### src/rtl/block_exp_detect_pkg.sv
// Shared block-floating-point definitions: count type and redundant-sign-bit function.
package fft_bfp_pkg;

  localparam int CNT_W              = 5;
  localparam int DEFAULT_I_WIDTH    = 23;
  localparam int DEFAULT_DATA_WIDTH = 16;

  typedef logic [CNT_W-1:0] cnt_t;

  // Counts bits below bit w-1 that match it; bits of x above w-1 are ignored.
  function automatic cnt_t lzs(input logic [31:0] x, input int w);
    cnt_t cnt;
    logic msb;
    logic run;
    cnt = '0;
    run = 1'b1;
    msb = x[w-1];
    for (int i = 30; i >= 0; i--) begin
      if (run && (i <= w - 2)) begin
        if (x[i] == msb) cnt = cnt + cnt_t'(1);
        else             run = 1'b0;
      end
    end
    return cnt;
  endfunction

endpackage

### src/rtl/block_exp_detect_lzs_min_tree.sv
// Per-lane clamped redundant-sign-bit count, and minimum over a registered copy of those counts.
module lzs_min_tree
  import fft_bfp_pkg::*;
#(
  parameter int N       = 32,
  parameter int W       = 23,
  parameter int MAX_CNT = 22
) (
  input  logic signed [W-1:0] samples [0:N-1],
  output cnt_t                cnt     [0:N-1],
  input  cnt_t                cnt_q   [0:N-1],
  output cnt_t                min_cnt
);

  localparam cnt_t MAX_C = cnt_t'(MAX_CNT);

  always_comb begin
    for (int i = 0; i < N; i++) begin
      cnt[i] = lzs(32'(samples[i]), W);
      if (cnt[i] > MAX_C) cnt[i] = MAX_C;
    end
  end

  always_comb begin
    min_cnt = MAX_C;
    for (int i = 0; i < N; i++) begin
      if (cnt_q[i] < min_cnt) min_cnt = cnt_q[i];
    end
  end

endmodule

### src/rtl/block_exp_detect.sv
// Frame-wide minimum redundant-sign-bit detector feeding the FFT output normaliser.
// Optional macro BEXP_GUARD_BIT_EN reserves one guard bit in the reported count.
module block_exp_detect
  import fft_bfp_pkg::*;
#(
  parameter int I_WIDTH    = DEFAULT_I_WIDTH,
  parameter int DATA_WIDTH = DEFAULT_DATA_WIDTH,
  parameter int MAX_CNT    = 22
) (
  input  logic                      clk,
  input  logic                      rstn,
  input  logic                      din_valid,
  input  logic                      din_last,
  input  logic signed [I_WIDTH-1:0] din_re [0:DATA_WIDTH-1],
  input  logic signed [I_WIDTH-1:0] din_im [0:DATA_WIDTH-1],
  output logic [CNT_W-1:0]          min_cnt,
  output logic                      min_cnt_valid,
  output logic                      frame_busy
);

  localparam int   N     = 2 * DATA_WIDTH;
  localparam cnt_t MAX_C = cnt_t'(MAX_CNT);

  logic signed [I_WIDTH-1:0] samples [0:N-1];
  cnt_t lzs_d [0:N-1];
  cnt_t lzs_q [0:N-1];
  cnt_t beat_min_d, beat_min_q, run_min, frame_min, out_cnt;
  logic s1_valid, s1_last, s2_valid, s2_last;

  always_comb begin
    for (int i = 0; i < DATA_WIDTH; i++) begin
      samples[i]              = din_re[i];
      samples[i + DATA_WIDTH] = din_im[i];
    end
  end

  lzs_min_tree #(
    .N       (N),
    .W       (I_WIDTH),
    .MAX_CNT (MAX_CNT)
  ) u_tree (
    .samples (samples),
    .cnt     (lzs_d),
    .cnt_q   (lzs_q),
    .min_cnt (beat_min_d)
  );

  always_comb begin
    frame_min = (beat_min_q < run_min) ? beat_min_q : run_min;
`ifdef BEXP_GUARD_BIT_EN
    out_cnt = (frame_min == '0) ? '0 : frame_min - cnt_t'(1);
`else
    out_cnt = frame_min;
`endif
  end

  always_ff @(posedge clk or negedge rstn) begin
    if (!rstn) begin
      for (int i = 0; i < N; i++) lzs_q[i] <= '0;
      s1_valid   <= 1'b0;
      s1_last    <= 1'b0;
      s2_valid   <= 1'b0;
      s2_last    <= 1'b0;
      beat_min_q <= '0;
    end else begin
      s1_valid <= din_valid;
      s1_last  <= din_valid & din_last;
      if (din_valid) begin
        for (int i = 0; i < N; i++) lzs_q[i] <= lzs_d[i];
      end
      s2_valid <= s1_valid;
      s2_last  <= s1_last;
      if (s1_valid) beat_min_q <= beat_min_d;
    end
  end

  // Reload and result share the S3 cycle, so a following frame never sees the old minimum.
  always_ff @(posedge clk or negedge rstn) begin
    if (!rstn) begin
      run_min       <= MAX_C;
      min_cnt       <= '0;
      min_cnt_valid <= 1'b0;
    end else begin
      min_cnt_valid <= 1'b0;
      if (s2_last) begin
        min_cnt       <= out_cnt;
        min_cnt_valid <= 1'b1;
        run_min       <= MAX_C;
      end else if (s2_valid) begin
        run_min <= frame_min;
      end
    end
  end

  // Beats already in S1 or on the input when the last retires belong to the next frame.
  always_ff @(posedge clk or negedge rstn) begin
    if (!rstn) begin
      frame_busy <= 1'b0;
    end else if (din_valid) begin
      frame_busy <= 1'b1;
    end else if (s2_last && !s1_valid) begin
      frame_busy <= 1'b0;
    end
  end

endmodule

### config.mk
export PLATFORM = sky130hd
export DESIGN_NAME = block_exp_detect
export DESIGN_NICKNAME = d
export VERILOG_FILES = /design/src/rtl/block_exp_detect_pkg.sv /design/src/rtl/block_exp_detect_lzs_min_tree.sv /design/src/rtl/block_exp_detect.sv
export SDC_FILE = /design/constraint.sdc
export NUM_CORES = 2
export LEC_CHECK = 0
export CAP_MARGIN = 20
export CORE_UTILIZATION = 28
export CTS_CLUSTER_DIAMETER = 40
export CTS_CLUSTER_SIZE = 14
export DETAILED_ROUTE_END_ITERATION = 8
export GPL_ROUTABILITY_DRIVEN = 0
export SYNTH_ARGS = -nofsm -noshare
export SYNTH_HDL_FRONTEND = slang
export SYNTH_HIERARCHICAL = 1
export SYNTH_SLANG_ARGS = --single-unit
### constraint.sdc
create_clock -name clk -period 53.4 [get_ports clk]
set_input_delay 16.02 -clock clk [delete_from_list [all_inputs] [get_ports clk]]
set_output_delay 16.02 -clock clk [all_outputs]
set_load 0.01 [all_outputs]
# Yosys cells after proc, flatten, opt, wreduce, memory -nomap -nowiden

Index checks and enable logic that the tools add are counted.

Word-level logic and storage cells: 4245
Register bits after elaboration: 181
Output and inout bits: 7

Bitwise operators: 1
Add/sub/neg operators: 672
Multiplexer cells: 2758
Eq/ne operators: 704
Order comparisons: 65
Reduce and logical (&&, ||, !) cells: 4

Operators with widths:

| cell                                              | count |
|---|---|
| two-way mux 5 bit                                 | 1411 |
| adder 5 x 1 -> 5 bit, second input constant       | 641 |
| two-way mux 1 bit                                 | 1347 |
| equality test 1 bit                               | 704 |
| > comparator 5 bit, second input constant         | 32 |
| less-than comparator 5 bit                        | 32 |
| adder 1 x 1 -> 2 bit, second input constant       | 31 |
| less-than comparator 5 bit, second input constant | 1 |
| nonzero test 2 bit                                | 2 |
| AND 1 bit                                         | 1 |
| logical AND 1 bit                                 | 1 |
| logical NOT 1 bit                                 | 1 |

# Depth between registers and ports, before layout

Word-level depth: 67
Mapped depth: 233

# Modules after synthesis

The synthesis kept the hierarchy.

By module, submodules not included:

| module           | cells each | area an instance (um^2) | instances |
|---|---|---|---|
| lzs_min_tree     | 9547       | 62398.6                 | 1 |
| block_exp_detect | 423        | 6870.3                  | 1 |

# Worst setup path after synthesis

OpenSTA, ideal clock, no wires.

Kind: register -> register
Start: reg lzs_q[159] (netlist name)
End: reg beat_min_q[1]
Buffers on the path: 2
Setup slack: 13629 ps
Arrival time: 39647 ps
Setup time: 125 ps
Stages on the path, launching flop included: 218
Data required time: 53275 ps
Clock period less this slack: 39771 ps
Path through: dfrtp_1 > nor2b_1 > inv_1 > ha_1 > nand2_1 > a2111oi_4 > a311oi_2 > nor2_1 > a21oi_1 > ha_1 > o311ai_0 > mux2i_1 > nand2_1 > o221ai_2 > nor2_1 > a21oi_1 > inv_1 > ha_1 > [182 not listed] > a21boi_0 > or2_2 > o31ai_2 > a21oi_2 > mux2i_1 > ha_1 > and3_1 > o21ai_0 > o311ai_4 > a21o_1 > ha_1 > nor2b_1 > o21ai_0 > nand2b_1 > a41oi_1 > a21oi_2 > mux2i_1 > mux2_2

Cells in the longest elaborated chain, start to end: 64

RTL lines:

| item                       | RTL line                            | text |
|---|---|---|
| start: declaration         | block_exp_detect.sv:26              | `cnt_t lzs_q [0:N-1];` |
| less-than comparator 5 bit | block_exp_detect_lzs_min_tree.sv:27 | `if (cnt_q[i] < min_cnt) min_cnt = cnt_q[i];` |
| two-way mux 5 bit (*)      | block_exp_detect_lzs_min_tree.sv:27 |  |
| less-than comparator 5 bit | block_exp_detect_lzs_min_tree.sv:27 |  |
| two-way mux 5 bit (*)      | block_exp_detect_lzs_min_tree.sv:27 |  |
| less-than comparator 5 bit | block_exp_detect_lzs_min_tree.sv:27 |  |
| two-way mux 5 bit (*)      | block_exp_detect_lzs_min_tree.sv:27 |  |
| less-than comparator 5 bit | block_exp_detect_lzs_min_tree.sv:27 |  |
| two-way mux 5 bit (*)      | block_exp_detect_lzs_min_tree.sv:27 |  |
| [49 not listed]            | -                                   |  |
| two-way mux 5 bit (*)      | block_exp_detect_lzs_min_tree.sv:27 |  |
| less-than comparator 5 bit | block_exp_detect_lzs_min_tree.sv:27 |  |
| two-way mux 5 bit (*)      | block_exp_detect_lzs_min_tree.sv:27 |  |
| less-than comparator 5 bit | block_exp_detect_lzs_min_tree.sv:27 |  |
| two-way mux 5 bit (*)      | block_exp_detect_lzs_min_tree.sv:27 |  |
| less-than comparator 5 bit | block_exp_detect_lzs_min_tree.sv:27 |  |
| two-way mux 5 bit (*)      | block_exp_detect_lzs_min_tree.sv:27 |  |
| named net beat_min_d[1]    | block_exp_detect.sv:27              | `cnt_t beat_min_d, beat_min_q, run_min, frame_min, out_cnt;` |
| end signal: assignment     | block_exp_detect.sv:73              | `if (s1_valid) beat_min_q <= beat_min_d;` |
| end: declaration           | block_exp_detect.sv:27              |  |

The timed path passes the listed nets; every way through them passes the cells marked *.
A chain may end at the register's enable or synchronous reset.

# Final worst setup path

Start: reg lzs_q[159] (netlist name)
End: reg beat_min_q[4]

The elaborated chain is that of the path after synthesis.

==> reports/results.tsv <==
stage	metric	value	unit
floorplanning	chipHeight	499	um
logic_synthesis	async_flop_share	1.00	
timing	rsz0062_at_grt	false	
clock_tree	postCtsSetupRepairBufs	0	
job	cap_viol_max_count	0	
timing	timing_hold_violations_final	0	
global_route	gr-total-overflow	0	
clock_tree	clk_latency	510	ps
logic_synthesis	ys_types	127	
floorplanning	start_util	0.282	
logic_synthesis	synth_area	69300	um^2
drt	drt-total-wl	195000	um
logic_synthesis	syn_nets	11400	
logic_synthesis	syn_area_per_cell	6.95	um^2
floorplanning	dieArea	249000	um^2
drt	drtIter0Drc	3192	
clock_tree	hold_buffers	0	
logic_synthesis	postSynthCellCount	9970	
worst_hold_path	hold_start	s1_last	
finish	drive_gt1_frac	0.0785	
timing	finalCriticalPeriod	46570	ps
global_route	grt_pass1_wl	316000	um
drt	postRouteAntennaNets	0	
global_route	gr-usage-all-layers	0.150	
drt	vias	68300	
drt	wl_per_cell	14.1	um
finish	area_delta_synth_final	16.8	%
logic_synthesis	ys_ff_latch	181	
worst_hold_path	hp-class	reg2reg	
clock_tree	cts_buffers	17	
logic_synthesis	ys_top_cells_by_count	1383 x nand2_1, 1011 x nor2_1, 964 x xnor2_1	
clock_tree	cts.sinks	181	
global_route	grt_pass1_vias	62400	
critical_path	end_kind	register	
clock_tree	cts-resized-gates	0	
floorplanning	ios	747	
timing	slew_headroom	0.153	
critical_path	worst_setup_path_start_kind	register	
finish	nNetsFinal	12000	
logic_synthesis	yosysMostFrequentCell	nand2_1	
timing	max_clock_freq	21.5	MHz
clock_tree	root_buffer	clkbuf_16	
timing	slew_violations	0	
logic_synthesis	yosys-top-cells-area	xnor2_1 12%, ha_1 12%, mux2_2 9.1%	
critical_path	crit_buf_inv	18	
critical_path	crit_family	compound AO/OA/AOI/OAI gates	
floorplanning	core_area	246000	um^2
floorplanning	fp.dieW	499	um
placement	numPortBuffers	746	
timing	fin_skew	16.2	ps
critical_path	crit_type	reg2reg	
timing	worst_pin_slew	1260	ps
timing	fin_crit_sh	0.872	
logic_synthesis	ys_warn_count	6	
placement	hpwl	167000	um
drt	first_pass_iters	8	
critical_path	critPathMaxStageDelay	690	ps
outcome	status	finished clean	
logic_synthesis	yosysSeqAreaShare	0.0654	
timing	fin_setup_tns	0	ps
critical_path	worstPathRequired	53780	ps
critical_path	reg2reg_from	lzs_q[159]	
global_route	grt_max_degree	90	
timing	hold_ws	357	ps
critical_path	cp_common_cell	ha_1	
critical_path	arrival	46950	ps
logic_synthesis	synth_edf_count	0	
logic_synthesis	synth_top_area_frac	0.122	
floorplanning	rows	182	
critical_path	worstPathMaxFanout	13	
clock_tree	clk_path_buf_depth	2	
critical_path	cp_slowest_cell	nor2_1	
timing	setup_viol	0	
critical_path	critPathLaunch	lzs_q[159]	
logic_synthesis	synth_top_cell_by_area	xnor2_1	
finish	nFillCells	26600	
drt	drc_errors	0	
clock_tree	cts_tree	done	
drt	viasPerCell	4.94	
clock_tree	clk_pin_slew_worst_paths	80	ps
global_route	antenna_found_initial	58	
logic_synthesis	synth_ff_type	dfrtp_1	
clock_tree	h-tree-depth	4	
[registers in the layout, summed over array words and instances, names as in the netlist]
register and count:
run_min 5, s2_last 1, frame_busy 1, s1_last 1
min_cnt 5, beat_min_q 5, s2_valid 1, s1_valid 1
lzs_q 160, min_cnt_valid 1
[logic make-up (layout without fill, tap and decap cells)]
family          after synthesis  in the layout  share of synthesized area
flops                       181            181                     0.0654
other cells                   0             22                          0
mux                         768            768                      0.122
fa+ha+maj                   758            758                      0.133
compound gates             1878           1878                      0.172
buf+inv                     768           1385                     0.0427
xor+xnor                   1414           1414                      0.179
simple gates               4203           4203                      0.286
[layout by cell type (no fill, tap or decap), types with 450 or more instances in the layout]
cell / n
a21oi_1: 567
clkdlybuf4s50_1: 739
ha_1: 649
inv_1: 572
mux2_2: 561
nand2_1: 1383
nor2_1: 1011
o21ai_0: 501
xnor2_1: 964
xor2_1: 450
[metal layers]
layer	vias to the layer above	wire length (um)	track usage
met5	-	314	0
met4	46	3510	0.0368
li1	36200	-	-
met3	179	7470	0.0188
met2	989	91800	0.264
met1	30900	92000	0.192
[stage by stage]
stage | util | instances | worst slack (ps) | area [um^2]
2_1_floorplan | - | 9970 | 13630 | 69300
5_1_grt | 0.329 | 13800 | 2850 | 80900
6_report | 0.329 | 13800 | 6830 | 80900
3_3_place_gp | 0.326 | 13800 | 7860 | 80200
3_5_place_dp | 0.326 | 13800 | 7680 | 80200
4_1_cts | 0.329 | 13800 | 7530 | 80800
[worst paths after layout]
check,slack [ps],cells past startpoint,end
setup reg to reg,6830,218,beat_min_q[4]
hold / removal,360,0,s2_last
max in group asynchronous,36700,2,lzs_q[155]
hold reg to reg,360,0,s2_last
min in group asynchronous,15450,1,lzs_q[31]
setup / recovery,6830,218,beat_min_q[4]
[cell type report]
| cell class | count | area, um^2 | share of cell area |
|---|---|---|---|
| sequential | 181 | 4530 | 0.0561 |
| clock buffer | 18 | 439 | 0.00543 |
| antenna | 22 | 55.1 | 0.000681 |
| inverter | 573 | 2150 | 0.0266 |
| tap | 3220 | 4030 | 0.0498 |
| multi-input combinational | 9021 | 61800 | 0.764 |
| timing repair buffer | 780 | 7730 | 0.0955 |
| clock inverter | 14 | 160 | 0.00198 |
Power is not shown: default switching activity piles up to over one toggle a cycle in this logic, so the estimate is an artifact.
